===== config.mk =====
export PLATFORM = sky130hd
export DESIGN_NAME = pc_unit
export DESIGN_NICKNAME = d
export VERILOG_FILES = /design/src/rtl/pc_unit.sv
export SDC_FILE = /design/constraint.sdc
export NUM_CORES = 1
export LEC_CHECK = 0
export ABC_CLOCK_PERIOD_IN_PS = 2200
export BUFFER_PORTS_ARGS = -buffer_cell sky130_fd_sc_hd__buf_2
export CORE_MARGIN = 8
export CORE_UTILIZATION = 49
export CTS_CLUSTER_SIZE = 28
export DETAILED_ROUTE_END_ITERATION = 10
export PLACE_DENSITY = 0.85
export SLEW_MARGIN = 15
export SYNTH_ARGS = -nofsm -noshare
export SYNTH_HDL_FRONTEND = slang
export SYNTH_SLANG_ARGS = --single-unit

===== constraint.sdc =====
create_clock -name clock -period 2.2 [get_ports clock]
set_clock_uncertainty 0.15 [all_clocks]
set_input_delay 0.11 -clock clock [delete_from_list [all_inputs] [get_ports clock]]
set_output_delay 0.11 -clock clock [all_outputs]
set_load 0.01 [all_outputs]

===== src/rtl/pc_unit.sv =====
// Program-counter unit: selects the next fetch address (sequential, j/jal, jr,
// beq/bne, bltz), flags taken redirects, and keeps performance counters.
module pc_unit #(
    parameter int          COUNTER_WIDTH = 25,
    parameter logic [31:0] RESET_PC      = 32'h0000_0000
) (
    input  logic                     clock,
    input  logic                     reset,
    input  logic [31:0]              originalPc,
    input  logic [31:0]              regSValue,
    input  logic [25:0]              instruction,
    input  logic [1:0]               pcWrite,
    input  logic                     aluEqual,
    input  logic                     enable,
    input  logic                     jump,
    input  logic                     bltz,
    input  logic                     bubble,
    output logic                     jumped,
    output logic [31:0]              pc,
    output logic [COUNTER_WIDTH-1:0] totalCycle,
    output logic [COUNTER_WIDTH-1:0] unconditionalJump,
    output logic [COUNTER_WIDTH-1:0] conditionalJump,
    output logic [COUNTER_WIDTH-1:0] conditionalSuccessfulJump
);

    localparam logic [1:0] PW_NONE = 2'd0;
    localparam logic [1:0] PW_JR   = 2'd1;
    localparam logic [1:0] PW_BEQ  = 2'd2;
    localparam logic [1:0] PW_BNE  = 2'd3;
    localparam logic [COUNTER_WIDTH-1:0] CNT_ONE = COUNTER_WIDTH'(1);

    typedef struct packed {
        logic        taken;
        logic        uncond;
        logic        cond;
        logic [31:0] target;
    } sel_t;

    logic [31:0] base;
    logic [31:0] offset;
    logic [31:0] br_target;
    logic [31:0] seq_pc;
    logic [31:0] next_pc;
    logic        advance;
    sel_t        sel;

    assign base      = originalPc + 32'd4;
    assign offset    = {{14{instruction[15]}}, instruction[15:0], 2'b00};
    assign br_target = base + offset;
    assign seq_pc    = pc + 32'd4;

    // Priority chain: only the highest-priority event is acted on and counted.
    always_comb begin
        sel = '{taken: 1'b0, uncond: 1'b0, cond: 1'b0, target: seq_pc};
        if (jump) begin
            sel.taken  = 1'b1;
            sel.uncond = 1'b1;
            sel.target = {base[31:28], instruction, 2'b00};
        end else if (pcWrite == PW_JR) begin
            sel.taken  = 1'b1;
            sel.uncond = 1'b1;
            sel.target = regSValue;
        end else if (pcWrite == PW_BEQ) begin
            sel.cond   = 1'b1;
            sel.taken  = aluEqual;
            sel.target = br_target;
        end else if (pcWrite == PW_BNE) begin
            sel.cond   = 1'b1;
            sel.taken  = ~aluEqual;
            sel.target = br_target;
        end else if (bltz) begin
            sel.cond   = 1'b1;
            sel.taken  = regSValue[31];
            sel.target = br_target;
        end
    end

    assign next_pc = sel.taken ? sel.target : seq_pc;
    assign advance = enable & ~bubble;
    assign jumped  = reset & advance & sel.taken;

    always_ff @(posedge clock or negedge reset) begin
        if (!reset) begin
            pc                        <= RESET_PC;
            totalCycle                <= '0;
            unconditionalJump         <= '0;
            conditionalJump           <= '0;
            conditionalSuccessfulJump <= '0;
        end else if (enable) begin
            // A stalled cycle is still an enabled cycle.
            totalCycle <= totalCycle + CNT_ONE;
            if (!bubble) begin
                pc <= next_pc;
                if (sel.uncond)
                    unconditionalJump <= unconditionalJump + CNT_ONE;
                if (sel.cond)
                    conditionalJump <= conditionalJump + CNT_ONE;
                if (sel.cond && sel.taken)
                    conditionalSuccessfulJump <= conditionalSuccessfulJump + CNT_ONE;
            end
        end
    end

    logic unused_pw;
    assign unused_pw = (PW_NONE == 2'd0);

endmodule


==> key figures <==
Timing
  • RSZ-0062 raised after global routing: yes
  • Setup TNS: -10.94 ns
  • Fin crit share: 138%
  • Max Transition Viols Final: 0
  • Highest clock rate: 329 MHz
  • Min cycle time layout: 3.04 ns
  • Worst-margin pin slew: 1.30 ns
  • Hold Vio Cnt, Final: 0
  • Slew HR: 12.5%
  • Final WS setup: -0.844 ns
  • Hold Slack: 0.0181 ns
  • # setup viols final: 20

Die
  • Die width: 154 microns
  • # IOs: 232
  • Initial Utilization: 50.1%
  • Die Area: 23800 sq um
  • Row count: 50
  • Die height: 154 microns
  • Core area: 18700 sq um

Global routing
  • First-pass GRT wire length: 54.6 mm
  • Met2 Use GR: 47.7%
  • Initial antenna violation count: 1
  • GR Util met1: 33.7%
  • Total track usage: 27.9%
  • Largest net degree at the start of global routing: 95
  • Met3 usage: 6.49%
  • Gr ovfl total: 0
  • GR peak layer: met2
  • Vias in the first global route: 10900

Place
  • Post-place setup slack: -1.18 ns
  • GP Congestion: 0.956
  • DP Wirelength: 25.5 mm
  • I/O Buffers: 231

Layout
  • Area of the multi-input gates: 6210 sq um
  • Fill count: 1253
  • Layout cells sized above 1: 38.1%
  • Finished Core Util: 74.2%
  • Layout Nets: 1730
  • Sequential Area: 3300 sq um
  • Synth-to-Final Area Change: 48.3%

Setup path
  • Beginning of the critical path: originalPc[2]
  • Number of cells on the critical path: 16
  • Setup CP Type: in -> reg
  • Worst R2R Start: pc[3]$_DFFE_PN0P_
  • Delay-heaviest family, CP: compound AO/OA/AOI/OAI gates
  • CP Buf/Inv Count: 1
  • Cell Chain, Critical Path: buf_4 > nand2_1 > nor3_2 > nand3_1 > nor2_2 > nand4_1 > xnor2_1 > ha_1 > and3_4 > and3_4 > nand4_1 > a2111oi_4 > o2111ai_2 > a21o_1 > a221oi_2 > o21bai_1
  • Crit. End Element: register
  • R2r setup slk: -0.09 ns
  • Critical Path Start Type: input pin
  • Crit-path max FO: 3
  • CP peak stage delay: 0.54 ns
  • Worst Reg-to-Reg Cells: 9
  • Slowest cell on crit path: a2111oi_4
  • Crit path arrival time: 3.18 ns
  • Crit path to: pc[31]$_DFFE_PN0P_
  • Reg2Reg Capture Point: pc[26]$_DFFE_PN0P_
  • Worst EP required: 2.34 ns

Clock network
  • Clock-pin slew on the worst setup and hold paths: 0.07 ns
  • Clk sinks: 132
  • CTS max path bufs: 2
  • CTS tree: done
  • Worst skew pair latency: 0.41 ns
  • H-tree levels: 4
  • Root Buffer: clkbuf_16
  • TritonCTS buffer count: 17

Outcome
  • Status: finished with violations
  • Violated checks: setup timing

Yosys
  • Main flop type after synthesis: dfrtp_1
  • Mapped Nets: 1231
  • Post-synth cell types: 68
  • Yosys reg bits: 132
  • Post-Syn Area: 9360 sq um
  • Synthesis Warnings: 0
  • Post-synth ARST share: 100%
  • Seq/Total Area, Yosys: 35.3%
  • Number of flops mapped to enable cells by yosys: 0
  • Syn Inst Count: 1088
  • Mapped Avg Cell Area: 8.61 sq um

Power and ir drop
  • Part of the power in registers: 34.2%
  • Clk pwr share: 30.7%
  • Switching Share: 35.5%
  • Combinational Power Share: 35.1%
  • PD cells: 630 nW/um^2
  • Total power: 8750 uW
  • Internal: 5640 uW
  • Leak: 0.00682 uW
  • Worst vdd ir: 519 uV
  • Switching power: 3110 uW

Detailed routing
  • 1st-iter DRT viols: 750
  • Wire per inst: 18.7 microns
  • Vias per cell: 5.86
  • Antenna viol nets, final: 0
  • DRC viols: 0
  • Final wirelength: 34.3 mm
  • Routed vias: 10800
  • Drt first pass iters: 5

Min path
  • Worst Hold Class: in -> async

Job
  • Max-cap violations: 0
[placed cells by master (no fill, tap or decap), types with 31 or more instances in the layout]
master,instances
a21oi_1,68
and3_1,31
buf_2,225
buf_4,253
dfrtp_1,132
ha_1,38
nand2_1,125
nand3_1,61
nand4_1,37
nor2_1,90
o21ai_0,53
xnor2_1,110
xor2_1,40
[how the worst min path moves through the flow]
stage | slack [ns] | from | cells after the start | to
after floorplan | -0.34 | reset | 0 | conditionalJump[0]$_DFFE_PN0P_
after global placement | -0.11 | reset | 1 | conditionalSuccessfulJump[18]$_DFFE_PN0P_
after detailed placement | -0.11 | reset | 1 | conditionalSuccessfulJump[18]$_DFFE_PN0P_
after CTS | 0.004 | regSValue[14] | 5 | pc[14]$_DFFE_PN0P_
after global routing | 0.04 | reset | 2 | conditionalSuccessfulJump[18]$_DFFE_PN0P_
final | 0.02 | reset | 2 | conditionalSuccessfulJump[18]$_DFFE_PN0P_
[through the flow]
stage | cell area, sq um | instances
floorplan | 9510 | 1088
global placement | 12700 | 1767
detailed placement | 12700 | 1767
CTS | 13700 | 1828
global route | 13900 | 1835
finish | 13900 | 1836
[cell type report]
type	count	share of cell area, %
Clock inverter	15	1.00
Inverter	21	0.568
Sequential cell	132	23.8
Timing Repair Buffer	514	24.7
Multi-Input combinational cell	901	44.7
Clock buffer	17	3.06
Tap cell	234	2.11
Antenna cell	2	0.0361
[cells by family (layout without fill, tap and decap cells)]
kind of cell / Yosys count / after routing / synth area share [%]
mux: 8 / 8 / 0.909
flops: 132 / 132 / 35.3
simple gates: 432 / 432 / 23.2
fa+ha+maj: 44 / 44 / 5.96
other cells: 0 / 2 / 0
buf+inv: 55 / 567 / 2.38
xor+xnor: 155 / 155 / 14.5
compound gates: 262 / 262 / 17.8
[cell usage after synthesis, drive strengths merged, types with 4 or more instances]
cell	instances	share of area, %
o21a	5	0.40
o22ai	12	0.80
a31oi	16	1.1
a21oi	79	4.2
nor3	22	1.3
and2	10	0.67
or3	5	0.33
nand3	64	3.4
buf	11	0.60
mux2	4	0.48
inv	19	0.76
o21ai	66	3.5
mux2i	4	0.43
o211ai	6	0.63
dfrtp	132	35
nand2	127	5.1
xor2	41	3.8
nor2b	6	0.40
nor2	98	4.3
a22oi	4	0.32
a21o	15	1.2
a221o	4	0.43
and3	36	2.4
clkbuf	23	0.94
ha	43	5.7
o21bai	7	0.56
xnor2	114	11
and4	10	0.94
nand4	40	3.2
a211oi	11	0.88
[power by group through the flow]
stage               Sequential (uW)  Combinational [uW]  Clock [uW]
finish                         2990                3070        2690
global route                   3020                3320        2830
CTS                            2970                2940        2720
detailed placement             3010                2810           0
global placement               3000                2740           0
floorplan                      3170                1210           0
[state kept, by name, summed over array words and instances, names as in the netlist]
signal,count
totalCycle,25
unconditionalJump,25
pc,32
conditionalJump,25
conditionalSuccessfulJump,25
[routing by layer]
metal	up-vias	part of all wire, %
li1	4945	-
met1	5055	39
met2	653	48
met3	109	9.2
met4	0	3.4
met5	-	0
[repair_timing]
item | CTS | global route
buffers inserted | 8 | 6
hold buffers | 24 | 0
endpoints found under the setup margin | 26 | 32
pin swaps | 38 | 30
gates resized for setup | 33 | 28
cloned | 0 | 0
endpoints found under the hold margin | 152 | 0
(Power assumes the default switching activity.)
